### src/rtl/fb_pkg.sv
// Shared types and geometry for the LED framebuffer arbiter.
// The optional brightness stage is enabled with the FB_BRIGHTNESS_EN macro.
package fb_pkg;

  localparam int unsigned FB_NUM_REQ    = 2;
  localparam int unsigned FB_CH_PER_REQ = 216;
  localparam int unsigned FB_DATA_W     = 8;
  localparam int unsigned FB_AW         = $clog2(FB_NUM_REQ * FB_CH_PER_REQ);

  typedef enum logic [1:0] {
    ST_IDLE,
    ST_READ,
    ST_SCALE,
    ST_RESP
  } fb_state_e;

  // First global byte owned by requester i.
  function automatic logic [FB_AW-1:0] base_addr(input int unsigned i);
    return FB_AW'(i * FB_CH_PER_REQ);
  endfunction

endpackage

### src/rtl/fb_ram.sv
// Simple dual-port framebuffer RAM: one write port, one synchronous read port,
// read returns the old byte when both ports hit the same address on one edge.
module fb_ram #(
  parameter int unsigned DEPTH  = 432,
  parameter int unsigned DATA_W = 8,
  parameter int unsigned AW     = 9
) (
  input  logic              clk,
  input  logic              wr_en,
  input  logic [AW-1:0]     wr_addr,
  input  logic [DATA_W-1:0] wr_data,
  input  logic              rd_en,
  input  logic [AW-1:0]     rd_addr,
  output logic [DATA_W-1:0] rd_data
);

  logic [DATA_W-1:0] mem_q [DEPTH];
  logic [DATA_W-1:0] rd_data_q;

  // NOTE: the array has no reset so it maps onto block RAM; contents survive resetn.
  // NOTE: non-blocking assignments make the read sample the array before the
  // same-edge write lands, which is exactly the read-old-data behaviour.
  always_ff @(posedge clk) begin
    if (wr_en && (32'(wr_addr) < DEPTH)) begin
      mem_q[wr_addr] <= wr_data;
    end
    if (rd_en) begin
      rd_data_q <= mem_q[rd_addr];
    end
  end

  assign rd_data = rd_data_q;

endmodule

### src/rtl/framebuffer_arbiter.sv
// Round-robin byte-read arbiter in front of the LED framebuffer RAM, with free-running writes.
// Define FB_BRIGHTNESS_EN to add the brightness port and the SCALE pipeline stage.
module framebuffer_arbiter
  import fb_pkg::*;
#(
  parameter int unsigned NUM_REQ    = FB_NUM_REQ,
  parameter int unsigned CH_PER_REQ = FB_CH_PER_REQ,
  parameter int unsigned DATA_W     = FB_DATA_W,
  parameter int unsigned LOCAL_AW   = $clog2(CH_PER_REQ),
  parameter int unsigned AW         = $clog2(NUM_REQ * CH_PER_REQ)
) (
  input  logic                         clk,
  input  logic                         resetn,
  input  logic                         wr_en,
  input  logic [AW-1:0]                wr_addr,
  input  logic [DATA_W-1:0]            wr_data,
  input  logic [NUM_REQ-1:0]           req,
  input  logic [NUM_REQ*LOCAL_AW-1:0]  req_addr,
`ifdef FB_BRIGHTNESS_EN
  input  logic [7:0]                   brightness,
`endif
  output logic [NUM_REQ-1:0]           rsp_rdy,
  output logic [DATA_W-1:0]            rsp_data
);

  localparam int unsigned DEPTH = NUM_REQ * CH_PER_REQ;
  localparam int unsigned PW    = (NUM_REQ > 1) ? $clog2(NUM_REQ) : 1;

  fb_state_e         state_q, state_d;
  logic [PW-1:0]     ptr_q, ptr_d;
  logic [PW-1:0]     gnt_q, gnt_d;
  logic              oob_q, oob_d;
  logic [NUM_REQ-1:0] rsp_rdy_q, rsp_rdy_d;
  logic [DATA_W-1:0] rsp_data_q, rsp_data_d;
`ifdef FB_BRIGHTNESS_EN
  logic [DATA_W-1:0] data_q, data_d;
  logic [15:0]       prod;
`endif

  logic              rd_en;
  logic [AW-1:0]     rd_addr;
  logic [DATA_W-1:0] ram_rd_data;
  logic              found;
  int                cand;
  logic [LOCAL_AW-1:0] loc;

  fb_ram #(
    .DEPTH  (DEPTH),
    .DATA_W (DATA_W),
    .AW     (AW)
  ) u_ram (
    .clk     (clk),
    .wr_en   (wr_en),
    .wr_addr (wr_addr),
    .wr_data (wr_data),
    .rd_en   (rd_en),
    .rd_addr (rd_addr),
    .rd_data (ram_rd_data)
  );

  always_comb begin
    // NOTE: every output of this block gets a default first so no path infers a latch.
    state_d    = state_q;
    ptr_d      = ptr_q;
    gnt_d      = gnt_q;
    oob_d      = oob_q;
    rsp_rdy_d  = '0;
    rsp_data_d = rsp_data_q;
    rd_en      = 1'b0;
    rd_addr    = '0;
    found      = 1'b0;
    cand       = 0;
    loc        = '0;
`ifdef FB_BRIGHTNESS_EN
    data_d     = data_q;
    prod       = 16'(data_q) * (16'(brightness) + 16'd1);
`endif

    case (state_q)
      ST_IDLE: begin
        // Search starts at the pointer so the last winner has lowest priority.
        for (int off = 0; off < int'(NUM_REQ); off++) begin
          cand = (int'(ptr_q) + off) % int'(NUM_REQ);
          if (!found && req[cand]) begin
            found = 1'b1;
            gnt_d = PW'(cand);
            loc   = req_addr[cand*LOCAL_AW +: LOCAL_AW];
          end
        end
        if (found) begin
          oob_d   = (32'(loc) >= CH_PER_REQ);
          rd_en   = !oob_d;
          rd_addr = AW'(base_addr(32'(gnt_d))) + AW'(loc);
          state_d = ST_READ;
        end
      end

      ST_READ: begin
`ifdef FB_BRIGHTNESS_EN
        data_d  = oob_q ? '0 : ram_rd_data;
        state_d = ST_SCALE;
`else
        rsp_rdy_d[gnt_q] = 1'b1;
        rsp_data_d       = oob_q ? '0 : ram_rd_data;
        state_d          = ST_RESP;
`endif
      end

`ifdef FB_BRIGHTNESS_EN
      ST_SCALE: begin
        rsp_rdy_d[gnt_q] = 1'b1;
        rsp_data_d       = DATA_W'(prod >> 8);
        state_d          = ST_RESP;
      end
`endif

      ST_RESP: begin
        ptr_d   = (gnt_q == PW'(NUM_REQ - 1)) ? '0 : gnt_q + 1'b1;
        state_d = ST_IDLE;
      end

      default: state_d = ST_IDLE;
    endcase
  end

  always_ff @(posedge clk or negedge resetn) begin
    if (!resetn) begin
      state_q    <= ST_IDLE;
      ptr_q      <= '0;
      gnt_q      <= '0;
      oob_q      <= 1'b0;
      rsp_rdy_q  <= '0;
      rsp_data_q <= '0;
`ifdef FB_BRIGHTNESS_EN
      data_q     <= '0;
`endif
    end else begin
      state_q    <= state_d;
      ptr_q      <= ptr_d;
      gnt_q      <= gnt_d;
      oob_q      <= oob_d;
      rsp_rdy_q  <= rsp_rdy_d;
      rsp_data_q <= rsp_data_d;
`ifdef FB_BRIGHTNESS_EN
      data_q     <= data_d;
`endif
    end
  end

  assign rsp_rdy  = rsp_rdy_q;
  assign rsp_data = rsp_data_q;

endmodule
### config.mk
export PLATFORM = sky130hd
export DESIGN_NAME = framebuffer_arbiter
export DESIGN_NICKNAME = d
export VERILOG_FILES = /design/src/rtl/fb_pkg.sv /design/src/rtl/fb_ram.sv /design/src/rtl/framebuffer_arbiter.sv
export SDC_FILE = /design/constraint.sdc
export NUM_CORES = 2
export LEC_CHECK = 0
export ABC_CLOCK_PERIOD_IN_PS = 8200
export BUFFER_PORTS_ARGS = -buffer_cell sky130_fd_sc_hd__buf_2
export CAP_MARGIN = 20
export CORE_AREA = 2 2 526 528
export DETAILED_ROUTE_END_ITERATION = 10
export DIE_AREA = 0 0 528 530
export PLACE_DENSITY = 0.66
export SETUP_SLACK_MARGIN = 0.1
export SLEW_MARGIN = 10
export SYNTH_ARGS = -nofsm -noshare
export SYNTH_HDL_FRONTEND = slang
export SYNTH_SLANG_ARGS = --single-unit
### constraint.sdc
create_clock -name clk -period 8.2 [get_ports clk]
set_clock_uncertainty 0.05 [all_clocks]
set_input_delay 0.41 -clock clk [delete_from_list [all_inputs] [get_ports clk]]
set_output_delay 0.41 -clock clk [all_outputs]
set_load 0.02 [all_outputs]
# After elaboration in Yosys (flattened, before gate mapping)
# Memory sizes are Yosys's and may differ from the RTL's. A register that Yosys moved wholly into a read port is not among the register bits.
# Cells that the tools add are included.
[op_classes]
add_sub_neg = 3
mul = 1
order_cmp = 6
n_eq_ne = 3
n_shift = 2
mux = 28
n_bitwise = 1
reduce_logical = 7
[ops]
columns = ["op", "count"]
rows = [
  ["16-bit by 33-bit variable part select with 8-bit output", 1],
  ["8-bit 2-to-1 mux", 4],
  ["1-bit 2-to-1 mux", 18],
  ["9-bit 2-to-1 mux", 2],
  ["16-bit by 5-bit variable part select with 8-bit output", 1],
  ["9-bit by 8-bit adder with 9-bit output", 1],
  ["9-bit less-than comparator, second input constant", 1],
  ["8-bit >= comparator, second input constant", 1],
  ["1-bit by 5-bit multiplier with 6-bit output, second input constant", 1],
  ["1-bit by 2-bit less-than comparator with 1-bit output, second input constant", 2],
  ["2-bit 2-to-1 mux", 2],
  ["2-bit one-hot mux with 2 select lines", 1],
  ["1-bit logical AND", 3],
  ["2-bit by 3-bit less-than comparator with 1-bit output, second input constant", 1],
  ["1-bit adder, second input constant", 2],
  ["2-bit by 1-bit equality test with 1-bit output, second input constant", 1],
  ["2-bit equality test, second input constant", 1],
  ["1-bit zero test", 2],
  ["2-bit zero test", 1],
  ["2-bit inequality test, second input constant", 1],
  ["2-bit AND reduction", 1],
  ["1-bit bitwise AND, first input constant", 1],
  ["1-bit demux with 1-bit select", 1],
  ["1-bit >= comparator, second input constant", 1],
]
[word_totals]
reg_bits = 15
ram_bits = 3456
in_bits = 38
elab_cells = 58
mem_count = 1
[memory_table]
columns = ["memory", "depth", "width", "read_ports", "rd_ports_with_merged_regs", "write_ports", "line_no", "rtl"]
rows = [
  ["u_ram.mem_q", 432, 8, 1, 1, 1, "fb_ram.sv:17", "logic [DATA_W-1:0] mem_q [DEPTH];"],
]

# Depth between registers and ports, before layout
[logic_depth]
depth_word = 12
ltp_mapped = 21
mapped_depth_nobuf = 16

# By module
# From an unflattened synthesis, not the netlist that was laid out.
[unflattened]
hier_cells = 6847
area_unflattened_um2 = 136111.8
[by_module_without_submodules]
columns = ["module", "instances", "cells_per_inst", "area_per_inst_um2", "seq_area_each_um2"]
rows = [
  ["fb_ram", 1, 6742, 135155.9, 104019.8],
  ["framebuffer_arbiter", 1, 105, 955.9, 375.4],
]

# Worst setup path before layout
# No wires, ideal clock.
[synth_timing]
path_kind = "input to register"
from = "input port req[1]"
to = "register u_ram.rd_data_q[1] (netlist: u_ram.rd_data[1]) (read register of u_ram.mem_q), data pin"
arrival_time_ns = 4.112
required_ns = 7.887
path_slack_ns = 3.775
cell_stages = 21
n_path_buf = 5
cell_sequence = "buf_6 > buf_6 > a21bo_2 > o21ai_0 > inv_1 > ha_1 > inv_1 > fa_1 > nor2b_1 > nor3_2 > or3_1 > clkbuf_1 > nor2_2 > buf_2 > buf_2 > a31oi_1 > o2111ai_1 > o311ai_1 > o2111ai_1 > a211oi_1 > a2111o_1"
[synth_between]
elab_chain_cells = 12
[synth_rtl]
columns = ["item", "line_no", "rtl"]
rows = [
  ["from (decl)", "framebuffer_arbiter.sv:17", "input logic [NUM_REQ-1:0] req,"],
  ["1-bit 2-to-1 mux (not written as such) (2 in a row)", "framebuffer_arbiter.sv:84", "if (!found && req[cand]) begin"],
  ["1-bit 2-to-1 mux", "framebuffer_arbiter.sv:84", ""],
  ["1-bit 2-to-1 mux", "framebuffer_arbiter.sv:79", "case (state_q)"],
  ["1-bit zero test", "framebuffer_arbiter.sv:84", ""],
  ["1-bit logical AND", "framebuffer_arbiter.sv:84", ""],
  ["1-bit 2-to-1 mux / 8-bit 2-to-1 mux (equally long branches)", "framebuffer_arbiter.sv:84", ""],
  ["1-bit 2-to-1 mux / 8-bit 2-to-1 mux (equally long branches)", "framebuffer_arbiter.sv:79", ""],
  ["1-bit by 5-bit multiplier with 6-bit output / 8-bit >= comparator (equally long branches)", "fb_pkg.sv:19, framebuffer_arbiter.sv:91", ""],
  ["9-bit by 8-bit adder with 9-bit output / 1-bit zero test (equally long branches)", "framebuffer_arbiter.sv:93, framebuffer_arbiter.sv:92", ""],
  ["9-bit 2-to-1 mux / 1-bit 2-to-1 mux (equally long branches)", "framebuffer_arbiter.sv:90", "if (found) begin"],
  ["9-bit 2-to-1 mux / 1-bit 2-to-1 mux (equally long branches)", "framebuffer_arbiter.sv:79", ""],
  ["to (decl)", "fb_ram.sv:18", "logic [DATA_W-1:0] rd_data_q;"],
]
# Parallel ways exist; a longest one is shown, timed or not. The select of a mux whose other input is x is not followed.
# A chain may end at the register's enable or synchronous reset.

# Worst setup path after layout
[layout_timing]
from = "register ptr_q"
to = "register u_ram.rd_data_q[6] (netlist: u_ram.rd_data[6]) (read register of u_ram.mem_q), data pin"
[layout_between]
elab_chain_cells = 12
[layout_rtl]
columns = ["item", "line_no", "rtl"]
rows = [
  ["from (decl)", "framebuffer_arbiter.sv:30", "logic [PW-1:0] ptr_q, ptr_d;"],
  ["from (signal assigned)", "framebuffer_arbiter.sv:139", "ptr_q <= ptr_d;"],
  ["1-bit 2-to-1 mux (not written as such) (2 in a row)", "framebuffer_arbiter.sv:84", ""],
  ["1-bit 2-to-1 mux", "framebuffer_arbiter.sv:84", ""],
  ["1-bit 2-to-1 mux", "framebuffer_arbiter.sv:79", ""],
  ["1-bit zero test", "framebuffer_arbiter.sv:84", ""],
  ["1-bit logical AND", "framebuffer_arbiter.sv:84", ""],
  ["1-bit 2-to-1 mux / 8-bit 2-to-1 mux (equally long branches)", "framebuffer_arbiter.sv:84", ""],
  ["1-bit 2-to-1 mux / 8-bit 2-to-1 mux (equally long branches)", "framebuffer_arbiter.sv:79", ""],
  ["1-bit by 5-bit multiplier with 6-bit output / 8-bit >= comparator (equally long branches)", "fb_pkg.sv:19, framebuffer_arbiter.sv:91", ""],
  ["9-bit by 8-bit adder with 9-bit output / 1-bit zero test (equally long branches)", "framebuffer_arbiter.sv:93, framebuffer_arbiter.sv:92", ""],
  ["9-bit 2-to-1 mux / 1-bit 2-to-1 mux (equally long branches)", "framebuffer_arbiter.sv:90", ""],
  ["9-bit 2-to-1 mux / 1-bit 2-to-1 mux (equally long branches)", "framebuffer_arbiter.sv:79", ""],
]
# Parallel ways exist; a longest one is shown, timed or not. The select of a mux whose other input is x is not followed.

==> reports/metrics.sh <==
GRT.OVERFLOW.TOTAL=0
VIAS=78300
SYNTHESIS.INSTANCES=7896
PIN_COUNT_OF_THE_BIGGEST_NET_ENTERING_GLOBAL_ROUTING=177
DIE_WIDTH_UM=528
COUNT_OF_PINS_ON_THE_BLOCK_BOUNDARY=48
DRT_DRC_VIOLATIONS_LEFT=0
DETAILROUTE.WIRELENGTH.MET2_UM=183000
CLOCK_LATENCY_AT_THE_LATER_PIN_OF_THE_WORST_SKEW_PAIR_NS=0.92
FINAL_CORE_UTILIZATION_PCT=55.2
ANTENNA_FOUND_INITIAL=28
MAPPEDNETLISTNETS=7939
ROUTE.DETAILED.VIAS_PER_INST=6.57
SYNTH-MAIN-FF-CELL='edfxtp_1'
END_KIND='flop'
TIMING.FINAL.WS_SETUP_NS=1.60
POWER_LEAKAGE_nW=47.3
SETUP-TNS-FINAL_NS=0
GPL.FINAL_WEIGHTED_CONGESTION=0.931
COUNT_OF_MAXIMUM_CAPACITANCE_VIOLATIONS=0
MAXCLOCKFREQUENCY_MHz=152
INITIALDRTVIOLATIONCOUNT=13200
PLACEMENT.SETUP.WORST_SLACK_NS=1.86
DIE_Y_UM=530
GLOBALROUTETOTALUTIL_PCT=28.4
GRT_PASS1_VIAS=75100
FIN_NETS=8054
ROUTED_WIRE_LENGTH_PER_INSTANCE_UM=33.8
PROPORTION_OF_LAYOUT_CELLS_WITH_A_DRIVE_SUFFIX_ABOVE_1_PCT=15.4
CLOCK_TREE_ROOT='clkbuf_16'
SLEW_HEADROOM_PCT=9.19
SEQ_AREA_FRAC_SYNTH_PCT=76.6
CTS_NUM_SINKS=3479
CRITPATHKIND='reg2reg'
FP-ROW-COUNT=193
SETUP_VIOLATIONS=0
WORST_HOLD_PATH_TYPE='in2reg'
CP_MAX_FO=9
DPL.HPWL_UM=240000
DRT_FIRST_PASS_ITERS=8
AREAGROWTHSYNTHTOFINISH_PCT=11.3
SYNTH_ENABLE_FLOP_CELLS=3464
FINAL_ANTENNA_NET_COUNT=0
CTS_HTREE_LEVELS=5
LAYOUT_COMMON_CELLS='3464 x edfxtp_1, 1224 x nand2_1, 542 x nor2_1'
SYN-MEAN-INSTANCE-AREA_UM2=17.3
START_KIND='flop'
FINAL_PERIOD_MINUS_WORST_SETUP_SLACK_NS=6.60
HOLD_SLACK_NS=0.00834
CTSRESIZECOUNT=0
TRITONCTS='yes'
FINALWIRELENGTH_UM=402000
OUTCOME='completed'
SYNTHARSTFLOPSHARE_PCT=0.431
POWER_DENSITY_nW_PER_UM2=285
SYNTH-WARNING-COUNT=0
NETLIST_AREA_UM2=136000
CRIT_PATH_MAX_INCR_DELAY_NS=0.95
TOPROUTINGLAYERUSED='met5'
PATH_CLK_SLEW_NS=0.06
DIE_AREA_UM2=280000
CELLS_TRAVERSED_ALONG_THE_WORST_TIMING_PATH='nand2b_1, and2_1, a22o_1, ha_1, inv_1, fa_1, nor2b_1, nor3_2, nor3_2, nand2_1, o21ai_0, nor4_1, a2bb2oi_1, o211ai_1, a32oi_1, o211ai_1'
SYNTHDISTINCTLIBCELLS=90
CLOCKBUFFERDEPTH=4
PLACE.PORT_BUFFERS=47
LAYOUT.CELLS.MOST_COMMON='edfxtp_1'
LAYOUT_WORST_PATH_CYCLE_SHARE_PCT=80.4
TIMING_WORST_SLEW_PIN_VALUE_NS=1.35
CRITICAL_PATH_RT_NS=8.74
CP.BUFFERS_INVERTERS=1
WORST_PATH_DOMINANT_CELL_FAMILY='simple AND/OR/NAND/NOR gates'
YOSYS_REGISTER_BITS=3479
TIMING.CRITICAL_PATH.ARRIVAL_NS=7.14
WL_MET1_UM=146000
FINAL_MAX_SLEW_VIOL_COUNT=0
CTS_MADE_BUFFERS=353
UNREPAIRED_SETUP_ENDPOINTS_AFTER_GLOBAL_ROUTING='false'
WIRE_LENGTH_OF_THE_FIRST_GLOBAL_ROUTING_PASS_UM=567000
TIMING.CRITICAL_PATH.SLOWEST_STAGE_CELL='nor3_2'
MET3_LENGTH_UM=50100
INITIAL_CELL_DENSITY_OF_THE_CORE_PCT=49.6
FILLCELLCOUNT=20900
FINAL_HOLD_VIOL_COUNT=0
PLACEABLECOREAREA_UM2=275000
VDD_IR_DROP_MAX_V=0.000186
==> logic make-up after synthesis <==
kind of cell | share of synthesized area [%]
muxes | 9.56
DFF | 76.6
xor gates and xnor gates | 0.0193
and+or+nand+nor | 7.39
adders and majority gates | 0.0514
buffers and inverters | 2.13
AOI/OAI and AO/OA | 4.27
==> power breakdown <==
group | switching [W] | internal (W) | leakage [nW] | total [W]
clock | 0.00678 | 0.00888 | 5.42 | 0.0157
combinational | 0.00549 | 0.00230 | 10.6 | 0.00779
sequential | 0.0000975 | 0.0197 | 31.3 | 0.0198
total | 0.0124 | 0.0308 | 47.3 | 0.0432
==> cell type report <==
class	instances	area (µm²)	share of cell area, %
antenna	18	45.0	0.0297
clock buffer	436	9270	6.11
clock inverter	205	1830	1.21
inverter	8	30.0	0.0198
multi-input combinational	3921	29400	19.4
sequential	3479	104000	68.8
tap	3607	4510	2.97
timing repair buffer	248	2250	1.49
==> worst reg2reg max path, delay by kind of cell, from the launching register on <==
family	cells	cell delay, ns
buf+inv	1	0.07
simple gates	7	3.02
compound gates	6	1.72
fa+ha+maj	2	0.99
flops	1	0.46
==> Yosys cell counts (14+ instances only) <==
master	n	area [µm²]
a31oi_1	93	582
buf_6	54	608
o221ai_1	16	140
clkbuf_1	195	732
dfrtp_1	15	375
o21ai_1	15	75.1
mux2i_1	229	2290
nand2b_1	14	87.6
nor3_1	30	150
buf_1	19	71.3
buf_4	84	631
and3_1	41	257
o21ai_0	112	561
buf_2	125	626
a211oi_1	40	300
nor4_1	17	106
a32oi_1	97	850
a21oi_1	108	541
o211ai_1	24	180
nand3_1	311	1560
a2111oi_0	21	184
nor2_1	550	2060
a22oi_1	46	345
nand2_1	1237	4640
o22ai_1	103	644
a221oi_1	16	140
edfxtp_1	3464	104000
mux4_2	476	10700
nand4_1	121	757
o2111ai_1	26	228
==> sequential cells by signal, summed over array words and instances, names as in the netlist <==
signal and flops:
gnt_q 1, oob_q 1, ptr_q 1, rsp_data 8, rsp_rdy 2, state_q 2, u_ram.mem_q 3456, u_ram.rd_data 8
==> through the flow <==
stage | instances | area (µm²) | power (W)
3_5_place_dp | 11300 | 140000 | 0.0277
5_1_grt | 11900 | 152000 | 0.0441
4_1_cts | 11900 | 152000 | 0.0431
6_report | 11900 | 152000 | 0.0432
3_3_place_gp | 11200 | 140000 | 0.0276
2_1_floorplan | 7896 | 136000 | 0.0244
==> worst paths after layout <==
| path | startpoint | end | slack, ns | cells past startpoint |
|---|---|---|---|---|
| setup / recovery | ptr_q | u_ram.rd_data[6] | 1.60 | 16 |
| hold / removal | wr_data[0] | u_ram.mem_q[428][0] | 0.008 | 1 |
| setup reg to reg | ptr_q | u_ram.rd_data[6] | 1.60 | 16 |
| hold reg to reg | rsp_data[1] | rsp_data[1] | 0.44 | 2 |
| max in group asynchronous | resetn | rsp_data[5] | 7.08 | 3 |
| min in group asynchronous | resetn | rsp_rdy[0] | 0.59 | 3 |
==> routing by layer <==
layer  vias up  global-route usage (%)
met3      1055                    7.06
met5         -                       0
li1      31500                       -
met1     40100                    38.8
met4        20                    14.3
met2      5664                    42.8
==> timing repair <==
item                      in CTS  in global routing
setup buffers                  0                  0
hold buffers                   8                  0
hold endpoints to repair     143                  0
Note: power is estimated with default switching activity, not from simulation.
